### config.mk
export PLATFORM = sky130hd
export DESIGN_NAME = pot_scan_sequencer_flat
export DESIGN_NICKNAME = d
export VERILOG_FILES = /design/src/rtl/pokey_pkg.sv /design/src/rtl/pot_scan_sequencer_if.sv /design/src/rtl/pot_line_timer.sv /design/src/rtl/pot_scan_sequencer.sv /design/src/flat_wrapper.sv
export SDC_FILE = /design/constraint.sdc
export NUM_CORES = 1
export LEC_CHECK = 0
export ABC_CLOCK_PERIOD_IN_PS = 3000
export CAP_MARGIN = 5
export CORE_MARGIN = 3
export CORE_UTILIZATION = 50
export CTS_CLUSTER_SIZE = 28
export DETAILED_ROUTE_END_ITERATION = 12
export PLACE_DENSITY = 0.78
export SLEW_MARGIN = 25
export SYNTH_ARGS = -nofsm -noshare
export SYNTH_HDL_FRONTEND = slang
export SYNTH_SLANG_ARGS = --single-unit
### constraint.sdc
create_clock -name o2 -period 3 [get_ports o2]
set_input_delay 0.9 -clock o2 [delete_from_list [all_inputs] [get_ports o2]]
set_output_delay 0.9 -clock o2 [all_outputs]
set_load 0.01 [all_outputs]
### src/rtl/pokey_pkg.sv
// pokey_pkg: shared types and constants for the POKEY pot scan logic.
// Contents: the scan state enum, the count constants, and the register offsets that decode writes.
// No logic lives here.
package pokey_pkg;

  typedef enum logic {
    IDLE = 1'b0,
    SCAN = 1'b1
  } scan_state_t;

  localparam int POT_MAX_COUNT     = 228;
  localparam int POKEY_LINE_CYCLES = 114;

  // Register offsets used by the POKEY decode. POTGO and SKCTL drive
  // potgo_strobe and fast_scan. POTn and ALLPOT read back from this block.
  localparam logic [3:0] POTGO  = 4'hB;
  localparam logic [3:0] SKCTL  = 4'hF;
  localparam logic [3:0] ALLPOT = 4'h8;

endpackage

### src/rtl/pot_scan_sequencer_if.sv
// pot_scan_sequencer_if: register-decode and pin side signals of the pot scan sequencer.
// master: drives potgo_strobe, fast_scan, pot_in and rd_sel. It receives rd_data, allpot, dump_en, pot_ctr and scan_busy.
// slave: the sequencer itself, which has the opposite directions. There is no handshake; every signal is level or single-pulse.
interface pot_scan_sequencer_if;
  logic       potgo_strobe;
  logic       fast_scan;
  logic [7:0] pot_in;
  logic [2:0] rd_sel;
  logic [7:0] rd_data;
  logic [7:0] allpot;
  logic [7:0] dump_en;
  logic [7:0] pot_ctr;
  logic       scan_busy;

  modport master (
    output potgo_strobe, fast_scan, pot_in, rd_sel,
    input  rd_data, allpot, dump_en, pot_ctr, scan_busy
  );

  modport slave (
    input  potgo_strobe, fast_scan, pot_in, rd_sel,
    output rd_data, allpot, dump_en, pot_ctr, scan_busy
  );
endinterface

### src/rtl/pot_line_timer.sv
// pot_line_timer: scanline divider. It produces one tick every LINE_CYCLES o2 cycles, or one tick every cycle when fast=1.
// Ports: o2 is the clock and rst is a synchronous reset. clr restarts the line from 0. fast bypasses the divider. tick is combinational from the counter.
// No backpressure. While fast is high the counter is held at 0, so a later return to normal mode gets a full line before its first tick.
module pot_line_timer
  import pokey_pkg::*;
#(
  parameter int LINE_CYCLES = POKEY_LINE_CYCLES
) (
  input  logic o2,
  input  logic rst,
  input  logic clr,
  input  logic fast,
  output logic tick
);

  localparam int TW = $clog2(LINE_CYCLES);
  localparam logic [TW-1:0] LAST = TW'(LINE_CYCLES - 1);

  logic [TW-1:0] line_tmr;

  assign tick = fast | (line_tmr == LAST);

  always_ff @(posedge o2) begin
    if (rst || clr || fast) begin
      line_tmr <= '0;
    end else if (line_tmr == LAST) begin
      line_tmr <= '0;
    end else begin
      line_tmr <= line_tmr + TW'(1);
    end
  end

endmodule

### src/rtl/pot_scan_sequencer.sv
// pot_scan_sequencer: POKEY paddle A/D scan over all 8 pots. POTGO clears the latches and starts the line counter. Each pot latches the counter value when its comparator rises. At MAX_COUNT, pots that never rose are forced to MAX_COUNT.
// Ports: o2 is the clock and rst is a synchronous reset. bus (slave modport) carries potgo_strobe, fast_scan, pot_in and rd_sel in, and rd_data, allpot, dump_en, pot_ctr and scan_busy out.
// Latches are visible one cycle after the comparator edge; rd_data is a combinational mux over them. There is no backpressure, and a POTGO strobe always wins.
module pot_scan_sequencer
  import pokey_pkg::*;
#(
  parameter int LINE_CYCLES = POKEY_LINE_CYCLES,
  parameter int MAX_COUNT   = POT_MAX_COUNT,
  parameter int NUM_POTS    = 8
) (
  input logic                 o2,
  input logic                 rst,
  pot_scan_sequencer_if.slave bus
);

  localparam logic [7:0] MAX_CTR = 8'(MAX_COUNT);

  scan_state_t                 state;
  logic [7:0]                  pot_ctr;
  logic [7:0]                  dump_en_q;
  logic                        scan_busy_q;
  logic                        tick;
  logic [NUM_POTS-1:0][7:0]    pot_q;
  logic [NUM_POTS-1:0]         allpot_q;

  // The strobe overrides latch and terminal handling in the cycle it arrives.
  logic scanning;
  logic latch_en;
  logic term_en;

  assign scanning = (state == SCAN) && !bus.potgo_strobe;
  assign latch_en = scanning && (pot_ctr < MAX_CTR);
  assign term_en  = scanning && (pot_ctr == MAX_CTR);

  // The divider is parked at 0 outside SCAN and on every strobe, so each scan starts at a fresh line boundary.
  pot_line_timer #(
    .LINE_CYCLES(LINE_CYCLES)
  ) u_line_timer (
    .o2   (o2),
    .rst  (rst),
    .clr  (bus.potgo_strobe || (state != SCAN)),
    .fast (bus.fast_scan),
    .tick (tick)
  );

  always_ff @(posedge o2) begin
    if (rst) begin
      state       <= IDLE;
      pot_ctr     <= 8'd0;
      dump_en_q   <= 8'hFF;
      scan_busy_q <= 1'b0;
    end else if (bus.potgo_strobe) begin
      // The same action applies from IDLE (start) and from SCAN (restart).
      state       <= SCAN;
      pot_ctr     <= 8'd0;
      dump_en_q   <= 8'h00;
      scan_busy_q <= 1'b1;
    end else begin
      case (state)
        IDLE: begin
          dump_en_q   <= 8'hFF;
          scan_busy_q <= 1'b0;
        end
        SCAN: begin
          if (pot_ctr == MAX_CTR) begin
            // Terminal cycle: the per-pot forcing happens on this same edge.
            state       <= IDLE;
            dump_en_q   <= 8'hFF;
            scan_busy_q <= 1'b0;
          end else if (tick) begin
            pot_ctr <= pot_ctr + 8'd1;
          end
        end
        default: begin
          state       <= IDLE;
          dump_en_q   <= 8'hFF;
          scan_busy_q <= 1'b0;
        end
      endcase
    end
  end

  // Per-pot latch. allpot doubles as the "not yet latched" flag, which makes each latch one-shot until the next POTGO.
  for (genvar i = 0; i < NUM_POTS; i++) begin : g_pot
    logic [7:0] pot_r;
    logic       pend_r;

    always_ff @(posedge o2) begin
      if (rst || bus.potgo_strobe) begin
        pot_r  <= 8'd0;
        pend_r <= 1'b1;
      end else if (pend_r) begin
        if (term_en) begin
          pot_r  <= MAX_CTR;
          pend_r <= 1'b0;
        end else if (latch_en && bus.pot_in[i]) begin
          pot_r  <= pot_ctr;
          pend_r <= 1'b0;
        end
      end
    end

    assign pot_q[i]    = pot_r;
    assign allpot_q[i] = pend_r;
  end

  assign bus.rd_data   = pot_q[bus.rd_sel];
  assign bus.allpot    = allpot_q;
  assign bus.dump_en   = dump_en_q;
  assign bus.pot_ctr   = pot_ctr;
  assign bus.scan_busy = scan_busy_q;

endmodule

### src/flat_wrapper.sv
// flat-port wrapper written by rule: the top's interface ports become plain ports
module pot_scan_sequencer_flat import pokey_pkg::*;
#(
  parameter int LINE_CYCLES = POKEY_LINE_CYCLES,
  parameter int MAX_COUNT   = POT_MAX_COUNT,
  parameter int NUM_POTS    = 8
)
  (o2, rst, bus_potgo_strobe, bus_fast_scan, bus_pot_in, bus_rd_sel, bus_rd_data, bus_allpot, bus_dump_en, bus_pot_ctr, bus_scan_busy);
  pot_scan_sequencer_if bus_i ();
  input logic o2;
  input logic rst;
  input wire logic [$bits(bus_i.potgo_strobe)-1:0] bus_potgo_strobe;
  input wire logic [$bits(bus_i.fast_scan)-1:0] bus_fast_scan;
  input wire logic [$bits(bus_i.pot_in)-1:0] bus_pot_in;
  input wire logic [$bits(bus_i.rd_sel)-1:0] bus_rd_sel;
  output wire logic [$bits(bus_i.rd_data)-1:0] bus_rd_data;
  output wire logic [$bits(bus_i.allpot)-1:0] bus_allpot;
  output wire logic [$bits(bus_i.dump_en)-1:0] bus_dump_en;
  output wire logic [$bits(bus_i.pot_ctr)-1:0] bus_pot_ctr;
  output wire logic [$bits(bus_i.scan_busy)-1:0] bus_scan_busy;
  assign bus_i.potgo_strobe = bus_potgo_strobe;
  assign bus_i.fast_scan = bus_fast_scan;
  assign bus_i.pot_in = bus_pot_in;
  assign bus_i.rd_sel = bus_rd_sel;
  assign bus_rd_data = bus_i.rd_data;
  assign bus_allpot = bus_i.allpot;
  assign bus_dump_en = bus_i.dump_en;
  assign bus_pot_ctr = bus_i.pot_ctr;
  assign bus_scan_busy = bus_i.scan_busy;
  pot_scan_sequencer #(.LINE_CYCLES(LINE_CYCLES), .MAX_COUNT(MAX_COUNT), .NUM_POTS(NUM_POTS)) u_core (.o2(o2), .rst(rst), .bus(bus_i));
endmodule
==> results of run 1 <==
[path summary, 6_finish.rpt]
kind	startpoint	cells past startpoint	endpoint	slack [ns]
worst max-delay path	bus_rd_sel[0]	5	bus_rd_data[4]	0.04
worst max register to register	u_core.bus.pot_ctr[0]	6	u_core.g_pot[7].pot_r[2]	0.92
worst min-delay path	u_core.g_pot[2].pot_r[1]	2	u_core.g_pot[2].pot_r[1]	0.46
worst min register to register	u_core.g_pot[2].pot_r[1]	2	u_core.g_pot[2].pot_r[1]	0.46
[cells by family (layout without fill, tap and decap cells)]
logic type / Yosys count / in the layout / share of synthesized area
multiplexers: 90 / 90 / 0.266
buffers and inverters: 39 / 87 / 0.0569
AO/OA/AOI/OAI: 31 / 31 / 0.0775
XOR/XNOR: 5 / 5 / 0.0105
adder cells (fa/ha/maj): 4 / 4 / 0.0120
flip-flops: 90 / 90 / 0.431
AND/OR/NAND/NOR: 136 / 136 / 0.146
[layer usage]
metal,GRT usage,vias to the layer above,wire length (um)
li1,-,1487,-
met3,0.0388,9,361
met4,0.0767,0,113
met1,0.248,1465,4070
met5,0,-,0
met2,0.345,59,4580
[flip-flops by register name (all words and copies together), names as in the netlist]
| register | count |
|---|---|
| u_core.bus.scan_busy | 1 |
| u_core.g_pot.pot_r | 64 |
| u_core.g_pot.pend_r | 8 |
| u_core.state | 1 |
| u_core.u_line_timer.line_tmr | 7 |
| u_core.bus.dump_en | 1 |
| u_core.bus.pot_ctr | 8 |
[synth_stat cells (5+ instances only)]
master    instances
buf_4            16
mux2_2            8
nand3_1           5
nand2_1          85
and3_1           11
a31o_2            8
nand4_1           5
nor2_1           14
or4_1             5
clkbuf_1         12
mux4_2           16
dfxtp_1          90
a21oi_1           5
mux2i_1          66
[through the flow]
| step | utilization | cells | setup slack [ns] |
|---|---|---|---|
| 2_1_floorplan | - | 395 | 0.0194 |
| 3_3_place_gp | 0.598 | 527 | -0.775 |
| 3_5_place_dp | 0.598 | 527 | -0.780 |
| 4_1_cts | 0.620 | 545 | 0.0113 |
| 5_1_grt | 0.619 | 545 | 0.0119 |
| 6_report | 0.619 | 545 | 0.0433 |
[what timing repair did]
action                     in CTS  in global routing
gates resized for setup        44                  1
gates cloned                    1                  0
setup endpoints to repair       8                  1
setup buffers                   1                  0
[report_power, final]
group / internal, W / total (W) / leakage (nW) / switching [W]
Clock: 0.000329 / 0.000757 / 0.0941 / 0.000428
Sequential: 0.00120 / 0.00121 / 0.726 / 0.00000775
Combinational: 0.0000892 / 0.000175 / 1.27 / 0.0000856
[worst reg2reg max path, stage by stage, from the launching register on]
cell and delay, ns:
dfxtp_1 0.46, inv_1 0.09, ha_1 0.21, and2_1 0.18, and3_4 0.27, a32oi_4 0.54, mux2i_1 0.26
[cell type report]
cell class | count | area share
Multi-Input combinational cell | 266 | 0.438
Sequential cell | 90 | 0.367
Timing Repair Buffer | 68 | 0.131
Clock buffer | 11 | 0.0288
Tap cell | 102 | 0.0260
Clock inverter | 5 | 0.00739
Inverter | 3 | 0.00229
==> impl_metrics.tcl, run 1 <==
set metrics [dict create \
    overflow 0 \
    io_pins 48 \
    num_rows 32 \
    antennaDiodeCount 0 \
    grt_usage 0.201 \
    syn-cell-area_um2 4180 \
    fin_setup_tns_ns 0 \
    design_area_um2 4910 \
    synth_flop_cell "dfxtp_1" \
    clock_path_buffers 2 \
    drcViolationCount 0 \
    finalCritPeriodShare 0.986 \
    yosys.area.top_type "dfxtp_1" \
    cts_tree "done" \
    synth-seq-cells 90 \
    yosys-top-cells-area "dfxtp_1 (43%), mux2i_1 (16%), mux4_2 (8.6%)" \
    period_needed_ns 2.96 \
    cp-start-kind "input pin" \
    dpl-instance-area_um2 4740 \
    synth_top_area_frac 0.431 \
    path_delay_family "multiplexers" \
    mostFrequentLayoutCell "dfxtp_1" \
    avgSynthCellArea_um2 10.6 \
    whs_ns 0.464 \
    die_y_um 97.4 \
    layout.cells.most_common_list "dfxtp_1 (90), nand2_1 (85), mux2i_1 (66)" \
    status "finished clean" \
    h-tree-depth 3 \
    antenna_found_initial 0 \
    critPathArrivalTime_ns 2.06 \
    clkTransAtPathRegs_ns 0.09 \
    leakage_nw 2.09 \
    grt_max_degree 65 \
    fin_nets 457 \
    drtIter0Drc 134 \
    port_buffers 47 \
    wl_per_cell_um 16.7 \
    hold_buffers 0 \
    multi_input_area_um2 2150 \
    cts-buffers-inserted 9 \
    worst-setup-path-type "input pin to output port" \
    routed_wirelength_mm 9.12 \
    clock_latency_ns 0.36 \
    drive_gt1_frac 0.201 \
    fillers 634 \
    synth_edf_count 0 \
    grt_pass1_vias 3095 \
    drv_cap 0 \
    viasPerCell 5.54 \
    dp_hpwl_mm 6.40 \
    finClkSkew_ns 0.0113 \
    area_delta_synth_final_pct 17.4 \
    setup_viol 0 \
    cp-end-kind "output port" \
    numClockSinks 90 \
    p_total_w 0.00214 \
    fmax_mhz 338 \
    cts-root-buf "clkbuf_8" \
    seq_area_um2 1800 \
    die_w_um 97.4 \
    synthDistinctLibCells 39 \
    initial_core_util 0.527 \
    drtAntennaViolNets 0 \
    syn_inst 395 \
    tightest_slew_ns 0.538 \
    hold_violations 0 \
    worstPathRequired_ns 2.10 \
    slew_headroom 0.642 \
    yosysWarnings 0 \
    cpPeakStageDelay_ns 0.49 \
    first_pass_iters 4 \
    hp-class "flop to flop" \
    rsz0062_at_grt "false" \
    syn_nets 414 \
    die-area_um2 9490 \
    core_area_um2 7930 \
    num_vias 3020 \
    slowest_stage "mux4_2" \
    ir_worst_vdd_mv 0.364 \
    worstPathMaxFanout 8 \
    slew_violations 0 \
    power_density_nw_per_um2 436 \
    globalplace.congestion 0.804 \
    grt_pass1_wl_mm 15.3 \
    ys_seq_area_frac 0.431 \
    path_cells "buf_6 > buf_12 > mux4_2 > mux2_2 > buf_2" \
    synth-async-reset-ratio 0 \
    worstPathBufferInverterCount 3 \
]
Power figures use the tool's default switching activity.
==> inputs of run 2 (changes only) <==
Settings changed: ABC_CLOCK_PERIOD_IN_PS 3000 to default.
Clock period 3 ns to 2.4 ns, I/O delays scaled along.
==> run 2 against run 1 <==
Net effect:
- the run now ends with negative setup slack left
- hold slack lost 0.00086 ns
- via count is 2.1% higher
- register-to-register slack got worse by 0.50 ns
- critical path type unchanged
- largest cell class unchanged
- highest routed layer unchanged
==> impl_metrics.tcl, run 2 (synthesized netlist as in run 1, its figures left out) <==
set metrics [dict create \
    status "finished with violations" \
    violations "negative setup slack" \
    mostFrequentLayoutCell "dfxtp_1" \
    cts-buffers-inserted 9 \
    finClkSkew_ns 0.0105 \
    dp.cells 532 \
    fmax_mhz 387 \
    die-area_um2 9490 \
    busiest_layer "met2" \
    drive_gt1_frac 0.212 \
    p_total_w 0.00294 \
    port_buffers 47 \
    whs_ns 0.463 \
    grt_pass1_wl_mm 15.7 \
    slowest_stage "mux4_2" \
    num_vias 3084 \
    largest_register_ffs 64 \
    fin_nets 462 \
    grt_pass1_vias 3115 \
    use_met2 0.339 \
    die_y_um 97.4 \
    ir_worst_vdd_mv 0.285 \
    top_regs "u_core.g_pot.pot_r (64), u_core.bus.pot_ctr (8), u_core.g_pot.pend_r (8)" \
    cp-start-kind "input pin" \
    cp-end-kind "output port" \
    tightest_slew_ns 0.445 \
    design_area_um2 5210 \
    layout.cells.most_common_list "dfxtp_1 (90), nand2_1 (85), mux2i_1 (66)" \
    cts-root-buf "clkbuf_8" \
    layout.cells.non_filler 550 \
    worst-setup-path-type "input pin to output port" \
    initial_core_util 0.527 \
    globalplace.congestion 0.803 \
    dpl-instance-area_um2 4920 \
    clock_path_buffers 2 \
    drv_cap 0 \
    dp_hpwl_mm 6.53 \
    area_delta_synth_final_pct 24.5 \
    hold_violations 0 \
    clock_latency_ns 0.36 \
    setup_viol 8 \
    path_cells "buf_8 > buf_12 > mux4_2 > mux2_4 > buf_6" \
    worstPathRequired_ns 1.68 \
    period_needed_ns 2.58 \
    io_pins 48 \
    grt_max_degree 34 \
    drtIter0Drc 165 \
    numClockSinks 90 \
    hp-class "flop to flop" \
    h-tree-depth 3 \
    clkTransAtPathRegs_ns 0.10 \
    fillers 616 \
    first_pass_iters 4 \
    num_rows 32 \
    power_density_nw_per_um2 566 \
    leakage_nw 2.21 \
    critPathArrivalTime_ns 1.86 \
    fin_ws_ns -0.183 \
    finalCritPeriodShare 1.08 \
    drtAntennaViolNets 0 \
    core_area_um2 7930 \
    antenna_found_initial 0 \
    drcViolationCount 0 \
    wl_per_cell_um 17.0 \
    cts_tree "done" \
    regMostFlops "u_core.g_pot.pot_r" \
    met3_usage 0.0546 \
    rsz0062_at_grt "true" \
    routed_wirelength_mm 9.33 \
    slew_violations 0 \
    grt_usage 0.203 \
    die_w_um 97.4 \
    cpPeakStageDelay_ns 0.51 \
    viasPerCell 5.61 \
    slew_headroom 0.703 \
    use_met1 0.257 \
    antennaDiodeCount 0 \
    worstPathMaxFanout 8 \
    overflow 0 \
]
[run 2: cell count changes in the layout (fill, tap and decap cells not counted), sizes merged]
cell	before	now
inv	5	7
buf	30	36
clkbuf	12	9
clkinv	3	1
bufinv	0	2
[run 2: layer usage]
layer | part of all wire | routed length [um] | vias to the layer above
met4 | 0.019 | 174 | 0
li1 | - | - | 1491
met3 | 0.041 | 380 | 17
met1 | 0.46 | 4270 | 1504
met5 | 0 | 0 | -
met2 | 0.48 | 4500 | 72
[run 2: per-stage QoR]
step | setup TNS (ns) | utilization | setup slack (ns)
6_report | -1.24 | 0.657 | -0.183
5_1_grt | -1.49 | 0.657 | -0.211
4_1_cts | -1.29 | 0.657 | -0.190
3_5_place_dp | -8.24 | 0.620 | -1.02
3_3_place_gp | -7.81 | 0.620 | -0.995
2_1_floorplan | -0.287 | - | -0.0500
[run 2: path summary, 6_finish.rpt]
| path | startpoint | endpoint | slack, ns | cells after the start |
|---|---|---|---|---|
| min reg2reg | u_core.g_pot[1].pot_r[0] | u_core.g_pot[1].pot_r[0] | 0.46 | 2 |
| min | u_core.g_pot[1].pot_r[0] | u_core.g_pot[1].pot_r[0] | 0.46 | 2 |
| max | bus_rd_sel[0] | bus_rd_data[6] | -0.18 | 5 |
| max reg2reg | u_core.bus.pot_ctr[0] | u_core.bus.pot_ctr[3] | 0.42 | 6 |
[run 2: repair_timing]
item / CTS / global route
hold buffers: 0 / 0
buffers inserted: 1 / 0
gates resized for setup: 57 / 0
cloned: 1 / 0
setup endpoints to repair: 8 / 8
[run 2: area by class of cell]
class	count	area, um^2	share of cell area
Clock buffer	9	124	0.0238
Clock inverter	7	109	0.0209
Inverter	3	11.3	0.00216
Multi-Input combinational cell	266	2180	0.418
Sequential cell	90	1800	0.346
Tap cell	102	128	0.0245
Timing Repair Buffer	73	855	0.164
[run 2: report_power, final]
part           total (W)  internal (W)  leakage, nW  switching [W]
Combinational   0.000245      0.000132         1.37       0.000113
Sequential       0.00151       0.00150        0.726     0.00000956
Clock            0.00119      0.000610        0.118       0.000581
Total            0.00294       0.00224         2.21       0.000704
[run 2: worst max-delay path: cells and delay by family]
| kind | cells | cell delay (ns) |
|---|---|---|
| buffers and inverters | 3 | 0.34 |
| multiplexers | 2 | 0.80 |
